<file path="src/rtl/instruction_fetch.sv">
// Instruction-fetch stage with IF/ID pipeline register for the MIPS core.
// Handles the PC, the ready/valid request to instruction memory, stall and redirect/flush.
module instruction_fetch #(
  parameter logic [31:0] PC_RESET = 32'h0040_0000
) (
  input  logic        clk,
  input  logic        reset,
  input  logic        Stall,
  input  logic        BranchTaken,
  input  logic [31:0] BranchTarget,
  input  logic        Jump,
  input  logic [25:0] JumpIndex,
  input  logic        JR,
  input  logic [31:0] JRTarget,
  output logic        IMemReq,
  output logic [31:0] IMemAddr,
  input  logic [31:0] IMemRData,
  input  logic        IMemReady,
  output logic [31:0] IFID_Instr,
  output logic [31:0] IFID_PCPlus4,
  output logic        IFID_Valid,
  output logic [5:0]  OP
);

  typedef enum logic [1:0] {FETCH, HOLD, DRAIN} state_t;

  state_t      state_q;
  logic [31:0] pc_q;
  logic [31:0] skid_q;
  logic [31:0] tgt_q;
  logic [31:0] instr_q;
  logic [31:0] pc4_q;
  logic        valid_q;
  logic        pend_q;

  logic        redir;
  logic [31:0] redir_tgt;
  logic [31:0] pc_inc;
  logic        req;
  logic        fire;
  logic        unused_bits;

  always_comb begin
    redir = JR | Jump | BranchTaken;
    if (JR)
      redir_tgt = {JRTarget[31:2], 2'b00};
    else if (Jump)
      redir_tgt = {pc4_q[31:28], JumpIndex, 2'b00};
    else
      redir_tgt = {BranchTarget[31:2], 2'b00};
    pc_inc = pc_q + 32'd4;
    // Gated by reset so an outstanding request is abandoned the instant reset asserts.
    req  = reset & ((state_q == DRAIN) | ((state_q == FETCH) & (~Stall | pend_q)));
    fire = req & IMemReady;
  end

  assign unused_bits = ^{BranchTarget[1:0], JRTarget[1:0]};

  always_ff @(posedge clk or negedge reset) begin
    if (!reset) begin
      state_q <= FETCH;
      pc_q    <= PC_RESET;
      skid_q  <= '0;
      tgt_q   <= '0;
      instr_q <= '0;
      pc4_q   <= '0;
      valid_q <= 1'b0;
      pend_q  <= 1'b0;
    end else begin
      case (state_q)
        FETCH: begin
          if (redir) begin
            instr_q <= '0;
            valid_q <= 1'b0;
            pend_q  <= 1'b0;
            // An unanswered request must finish at its old address before the PC moves.
            if (req && !IMemReady) begin
              tgt_q   <= redir_tgt;
              state_q <= DRAIN;
            end else begin
              pc_q <= redir_tgt;
            end
          end else if (fire) begin
            pend_q <= 1'b0;
            pc_q   <= pc_inc;
            if (Stall) begin
              skid_q  <= IMemRData;
              state_q <= HOLD;
            end else begin
              instr_q <= IMemRData;
              pc4_q   <= pc_inc;
              valid_q <= 1'b1;
            end
          end else begin
            pend_q <= req;
            if (!Stall) begin
              instr_q <= '0;
              valid_q <= 1'b0;
            end
          end
        end
        HOLD: begin
          if (redir) begin
            instr_q <= '0;
            valid_q <= 1'b0;
            pc_q    <= redir_tgt;
            state_q <= FETCH;
          end else if (!Stall) begin
            instr_q <= skid_q;
            pc4_q   <= pc_q;
            valid_q <= 1'b1;
            state_q <= FETCH;
          end
        end
        DRAIN: begin
          if (redir) begin
            instr_q <= '0;
            valid_q <= 1'b0;
          end
          if (IMemReady) begin
            pc_q    <= redir ? redir_tgt : tgt_q;
            state_q <= FETCH;
          end else if (redir) begin
            tgt_q <= redir_tgt;
          end
        end
        default: state_q <= FETCH;
      endcase
    end
  end

  assign IMemReq      = req;
  assign IMemAddr     = pc_q;
  assign IFID_Instr   = instr_q;
  assign IFID_PCPlus4 = pc4_q;
  assign IFID_Valid   = valid_q;
  assign OP           = instr_q[31:26];

endmodule

</file>
<file path="config.mk">
export PLATFORM = sky130hd
export DESIGN_NAME = instruction_fetch
export DESIGN_NICKNAME = d
export VERILOG_FILES = /design/src/rtl/instruction_fetch.sv
export SDC_FILE = /design/constraint.sdc
export NUM_CORES = 1
export LEC_CHECK = 0
export ABC_CLOCK_PERIOD_IN_PS = 5310
export CAP_MARGIN = 20
export CORE_MARGIN = 2
export CORE_UTILIZATION = 40
export CTS_CLUSTER_SIZE = 25
export DETAILED_ROUTE_END_ITERATION = 6
export GPL_TIMING_DRIVEN = 1
export PLACE_DENSITY = 0.65
export SLEW_MARGIN = 20
export SYNTH_ARGS = -nofsm -noshare
export SYNTH_HDL_FRONTEND = slang
export SYNTH_SLANG_ARGS = --single-unit
</file>
<file path="constraint.sdc">
create_clock -name clk -period 5.31 [get_ports clk]
set_input_delay 0.531 -clock clk [delete_from_list [all_inputs] [get_ports clk]]
set_output_delay 0.531 -clock clk [all_outputs]
set_load 0.05 [all_outputs]
</file>
==> metrics.txt, run 1 <==
Max FO, Critical Path=29; status=completed; Worst path depth=4; clk slew on worst S/H paths=0.07 ns; Critical Path Source Type=flop; crit-path max cell delay=0.86 ns; layout cells sized above 1=10.4%; data required time of the critical path=4.78 ns; DIE AREA=0.0241 mm²; starting density of the core=40.6%; Gate Count Post-Synth=987; via count=8203; Residual DRC=0; Root Buffer Master=clkbuf_16; mapped cell area=0.00916 mm²; CP top delay family=buffers and inverters; register bit count reported by yosys=164; detailed-route wire length per cell=18.6 µm; power consumption=0.00697 W; Inserted Clock Buffers=17; ys async rst share=100%; largest net degree at the start of global routing=72; FMAX=280 MHz; die width=155 µm; Overall Global Routing Usage=22.5%; n_diodes=0; reg2reg path depth=7; Critical Path End Type=output port; num rows=55; Core ar.=0.0226 mm²; Final Critical Period=3.58 ns; Area contributors post-synth=dfrtp_1, mux2_2, a21oi_1; post-cts sizing count=0; Clock Sinks=164; vias in the first global route=7688; DR vias/cell=5.65; Final Cycle Share=67.3%; critical path class=reg -> out; dominant cell type by area after synthesis=dfrtp_1; GRT Residual Overflow=0; EDFF count, synth=0; Non-Filler Instances=1453; critical-path cell list=inv_1 -> ha_1 -> a22o_1 -> clkdlybuf4s50_1; P_leak=4.96 nW; count of cell types in the netlist=62; area delta synth->final=32.9%; Final nets=1289; 1st-iter DRT viols=831; pwr dens=573 mW/mm²; drt total wl=27000 µm; maximum vdd ir drop=245 µV; H-tree Lvls=4; sequential-to-total area share from yosys stat=44.8%; cell count after placement=1421; clk_lat worst skew=0.43 ns; top cells by count, synth=dfrtp_1, a21oi_1, nor2_1; antenna violations before repair=0; hold_buf cts=0; first-pass GRT wire length=43100 µm; Synth Warn #=0; port bufs=228; remaining antenna violation count=0; final setup violation count=0; boundary pin count=233; slew margin rel.=34.1%; Post-CTS Setup Bufs=0; gpl congestion=0.869; clk_skew=0.0110 ns; Max-Cap Viols=0; CTS tree=done; Worst Path Buf+Inv=2; Post-Syn Nets=1121; crit path DAT=3.04 ns; top cell type's share of synthesized area=44.5%; Main synth FF type=dfrtp_1; Post-Syn Area per Cell=9.28 µm²; Setup TNS=0 ns; hold crit path type=in -> async; Fin. Hold Viols=0; DIE HEIGHT=155 µm; post-detail-place hpwl=19200 µm; drt first pass iters=5; CTS Buffer Depth=2; Worst Max-Slew Pin Slew=0.988 ns; top-count cell post-synth=dfrtp_1; R2R Setup Slk=2.08 ns; fin. max-slew vios=0; RSZ-0062 raised after global routing=no; CP max-delay cell=clkdlybuf4s50_1
[placed cells by master (no fill, tap or decap), drive strengths merged, types with 5 or more instances in the layout]
cell / synthesis / layout
a21oi: 101 / 101
clkdlybuf4s50: 0 / 225
and3: 5 / 5
xnor2: 30 / 30
o211ai: 11 / 11
o311ai: 7 / 7
nor3: 12 / 12
nand4: 13 / 13
clkbuf: 61 / 17
o221ai: 5 / 5
dfrtp: 163 / 163
or3: 10 / 10
o21ai: 62 / 62
nand2: 71 / 71
mux2i: 23 / 23
inv: 10 / 17
a22oi: 36 / 36
a22o: 7 / 7
nor4: 14 / 14
a2bb2oi: 7 / 7
o31ai: 7 / 7
ha: 5 / 5
a211oi: 5 / 5
a221oi: 7 / 7
nand3: 37 / 37
nand2b: 17 / 17
and2: 6 / 6
nor2: 86 / 86
nor2b: 6 / 6
buf: 35 / 20
or4: 8 / 8
mux2: 65 / 65
clkinv: 1 / 8
o22ai: 7 / 7
[final timing paths]
| check | startpoint | endpoint |
|---|---|---|
| worst max-delay path | state_q[0] | IMemReq |
| worst min-delay path | reset | tgt_q[9] |
| worst max register to register | state_q[0] | IMemAddr[29] |
| worst min register to register | tgt_q[16] | tgt_q[16] |
| max in group asynchronous | reset | skid_q[25] |
| min in group clk | tgt_q[16] | tgt_q[16] |
[area by class of cell]
class / count / area (µm²)
Clock buffer: 17 / 425
Multi-Input combinational cell: 716 / 4650
Timing Repair Buffer: 245 / 2410
Clock inverter: 15 / 179
Sequential cell: 164 / 4110
Inverter: 11 / 41.3
Tap cell: 285 / 357
Fill cell: 2118 / 10400
[metal layers]
layer,GRT usage (%),vias up,share of wire [%]
met4,5.46,0,1.4
met5,0,-,0
li1,-,3943,-
met3,5.46,26,7.0
met1,33.4,3940,48
met2,33.0,294,44
[flip-flops by register name (all words and copies together), names as in the netlist]
| signal | flops |
|---|---|
| IFID_PCPlus4 | 32 |
| tgt_q | 32 |
| IFID_Valid | 1 |
| IMemAddr | 32 |
| skid_q | 32 |
| pend_q | 1 |
| IFID_Instr | 32 |
| state_q | 2 |
[report_power, final]
group / switching, W / internal [W]
clock: 0.000597 / 0.000638
sequential: 0.000508 / 0.00174
combinational: 0.00220 / 0.00129
[metrics by stage]
stage	hold WS (ns)	util [%]	instance area (µm²)	setup slack, ns
2_1_floorplan	0.235	-	9160	2.41
3_3_place_gp	0.462	51.2	11600	1.85
3_5_place_dp	0.471	51.2	11600	1.82
4_1_cts	0.0204	53.9	12200	1.73
5_1_grt	0.0343	53.9	12200	1.62
6_report	0.0103	53.9	12200	1.73
[worst reg2reg max path: stages (launching register included)]
cell and delay [ns]:
dfrtp_1 0.45, inv_1 0.11, ha_1 0.75, clkinv_1 0.69, nand2_1 0.55, nor2_1 0.11
a32o_1 0.28, a211oi_1 0.21
[cells by family (layout without fill, tap and decap cells)]
logic type | Yosys count | in the layout | synth area share [%]
and+or+nand+nor | 297 | 297 | 15.7
muxes | 88 | 88 | 10.5
xor gates and xnor gates | 32 | 32 | 3.06
adders and majority gates | 5 | 5 | 0.683
DFF | 164 | 164 | 44.8
AOI/OAI and AO/OA | 294 | 294 | 20.3
buffers and inverters | 107 | 288 | 4.85
Power figures use the tool's default switching activity.
==> run 2, diff against run 1 <==
- ABC_CLOCK_PERIOD_IN_PS: 5310 -> 3350
- clock period: 5.31 -> 3.35 ns (I/O delays scaled with it)
==> metrics.txt, run 2 (synthesis results as in run 1) <==
Root Buffer Master=clkbuf_16 (unchanged); met3 routed WL=2050 µm (was 1880 µm); area delta synth->final=33.9% (was 32.9%); drt first pass iters=5 (unchanged); clk slew on worst S/H paths=0.07 ns (about the same); Max-Cap Viols=0 (unchanged); Multi-input gate area=0.00465 mm² (about the same); post-detail-place hpwl=19200 µm (about the same); RSZ-0062 raised after global routing=no (unchanged); fillers=2076 (was 2118); gpl congestion=0.867 (was 0.869); antenna violations before repair=0 (unchanged); R2R Setup Slk=0.40 ns (was 2.08 ns); Overall Global Routing Usage=22.6% (was 22.5%); Residual DRC=0 (unchanged); H-tree Lvls=4 (unchanged); status=completed (unchanged); DIE AREA=0.0241 mm² (unchanged); drt total wl=27100 µm (was 27000 µm); Fin. Hold Viols=0 (unchanged); pwr dens=907 mW/mm² (was 573 mW/mm²); layout cells sized above 1=10.9% (was 10.4%); Hold WS=0.353 ns (was 0.0103 ns); FF/Latch Area=0.00411 mm² (unchanged); Post-Route M1 WL=12900 µm (was 12800 µm); Setup TNS=0 ns (unchanged); port bufs=228 (unchanged); CTS Buffer Depth=2 (unchanged); Final Cycle Share=91.4%; Final Critical Period=3.06 ns; Final nets=1300 (was 1289); fin. max-slew vios=0 (unchanged); first-pass GRT wire length=43300 µm (was 43100 µm); DIE HEIGHT=155 µm (unchanged); final setup violation count=0 (unchanged); Worst Max-Slew Pin Slew=0.813 ns (was 0.988 ns); hold crit path type=in -> async (unchanged); power consumption=0.0111 W (was 0.00697 W); via count=8279 (was 8203); num rows=55 (unchanged); Clock Sinks=164 (unchanged); Setup WS post-layout=0.289 ns (was 1.73 ns); P_leak=5.01 nW (was 4.96 nW); clk_lat worst skew=0.43 ns (about the same); GRT Residual Overflow=0 (unchanged); die width=155 µm (unchanged); Max FO, Critical Path=14 (was 29); Critical Path Source Type=flop (unchanged); maximum vdd ir drop=353 µV (was 245 µV); remaining antenna violation count=0 (unchanged); FMAX=327 MHz; critical path class=reg -> out (unchanged); crit path DAT=2.73 ns (was 3.04 ns); Critical Path End Type=output port (unchanged); starting density of the core=40.6% (unchanged); commonest non-fill, non-tap cell in the layout=clkdlybuf4s50_1 (unchanged); detailed-route wire length per cell=18.5 µm (was 18.6 µm); Post-Place Setup Slack=0.427 ns (was 1.82 ns); reg2reg path depth=6 (was 7); boundary pin count=233 (unchanged); n_diodes=0 (unchanged); largest net degree at the start of global routing=135 (was 72); Core ar.=0.0226 mm² (unchanged); clk_skew=0.0153 ns (was 0.0110 ns); post-cts sizing count=0 (unchanged); Top Metal Used=met4 (unchanged); Inserted Clock Buffers=17 (unchanged); slew margin rel.=45.8% (was 34.1%); CTS tree=done (unchanged); DR vias/cell=5.66 (was 5.65); 1st-iter DRT viols=749 (was 831); post-layout util=54.3% (was 53.9%); Met2 Routed Length=11800 µm (was 11900 µm); vias in the first global route=7710 (was 7688); most frequent cells in the layout=clkdlybuf4s50_1, dfrtp_1, a21oi_1, nor2_1, nand2_1 (unchanged); data required time of the critical path=3.01 ns (was 4.78 ns)
==> run 2: area by class of cell <==
cell class | count | area share (%)
multi-input cells | 716 | 37.9
flip-flops and latches | 164 | 33.5
well taps | 285 | 2.91
clock inverters | 13 | 1.07
inverters | 11 | 0.337
repair buffers | 256 | 20.7
clock buffers | 19 | 3.61
==> run 2: worst max-delay path: stages (launching register included) <==
cell	delay (ns)
dfrtp_1	0.44
inv_1	0.13
ha_1	0.42
and2_1	0.21
a22o_1	0.23
clkdlybuf4s50_1	0.86
==> run 2: path summary, 6_finish.rpt <==
check                                  from          endpoint
worst max-delay path             state_q[0]           IMemReq
worst min-delay path                  reset         tgt_q[10]
worst max register to register  IMemAddr[2]  IFID_PCPlus4[30]
worst min register to register    tgt_q[28]         tgt_q[28]
max in group asynchronous             reset      IMemAddr[18]
min in group clk                  tgt_q[28]         tgt_q[28]
==> run 2: report_power, final <==
group	internal, W	switching [W]	total, W
clock network	0.00101	0.000899	0.00191
registers	0.00276	0.000731	0.00349
logic	0.00213	0.00359	0.00572
==> run 2: what timing repair did <==
action,4_1_cts,5_1_grt
hold buffers,1,0
hold endpoints to repair,30,0
buffers inserted,0,0
==> run 2: through the flow <==
stage | instances | area [µm²]
floorplan | 987 | 9160
global placement | 1431 | 11700
detailed placement | 1431 | 11700
CTS | 1464 | 12300
global route | 1464 | 12300
finish | 1464 | 12300
==> run 2: layer usage <==
metal,vias to the layer above,global-route usage (%)
li1,3968,-
met1,3967,33.8
met2,320,33.2
met3,24,5.07
met4,0,5.81
met5,-,0
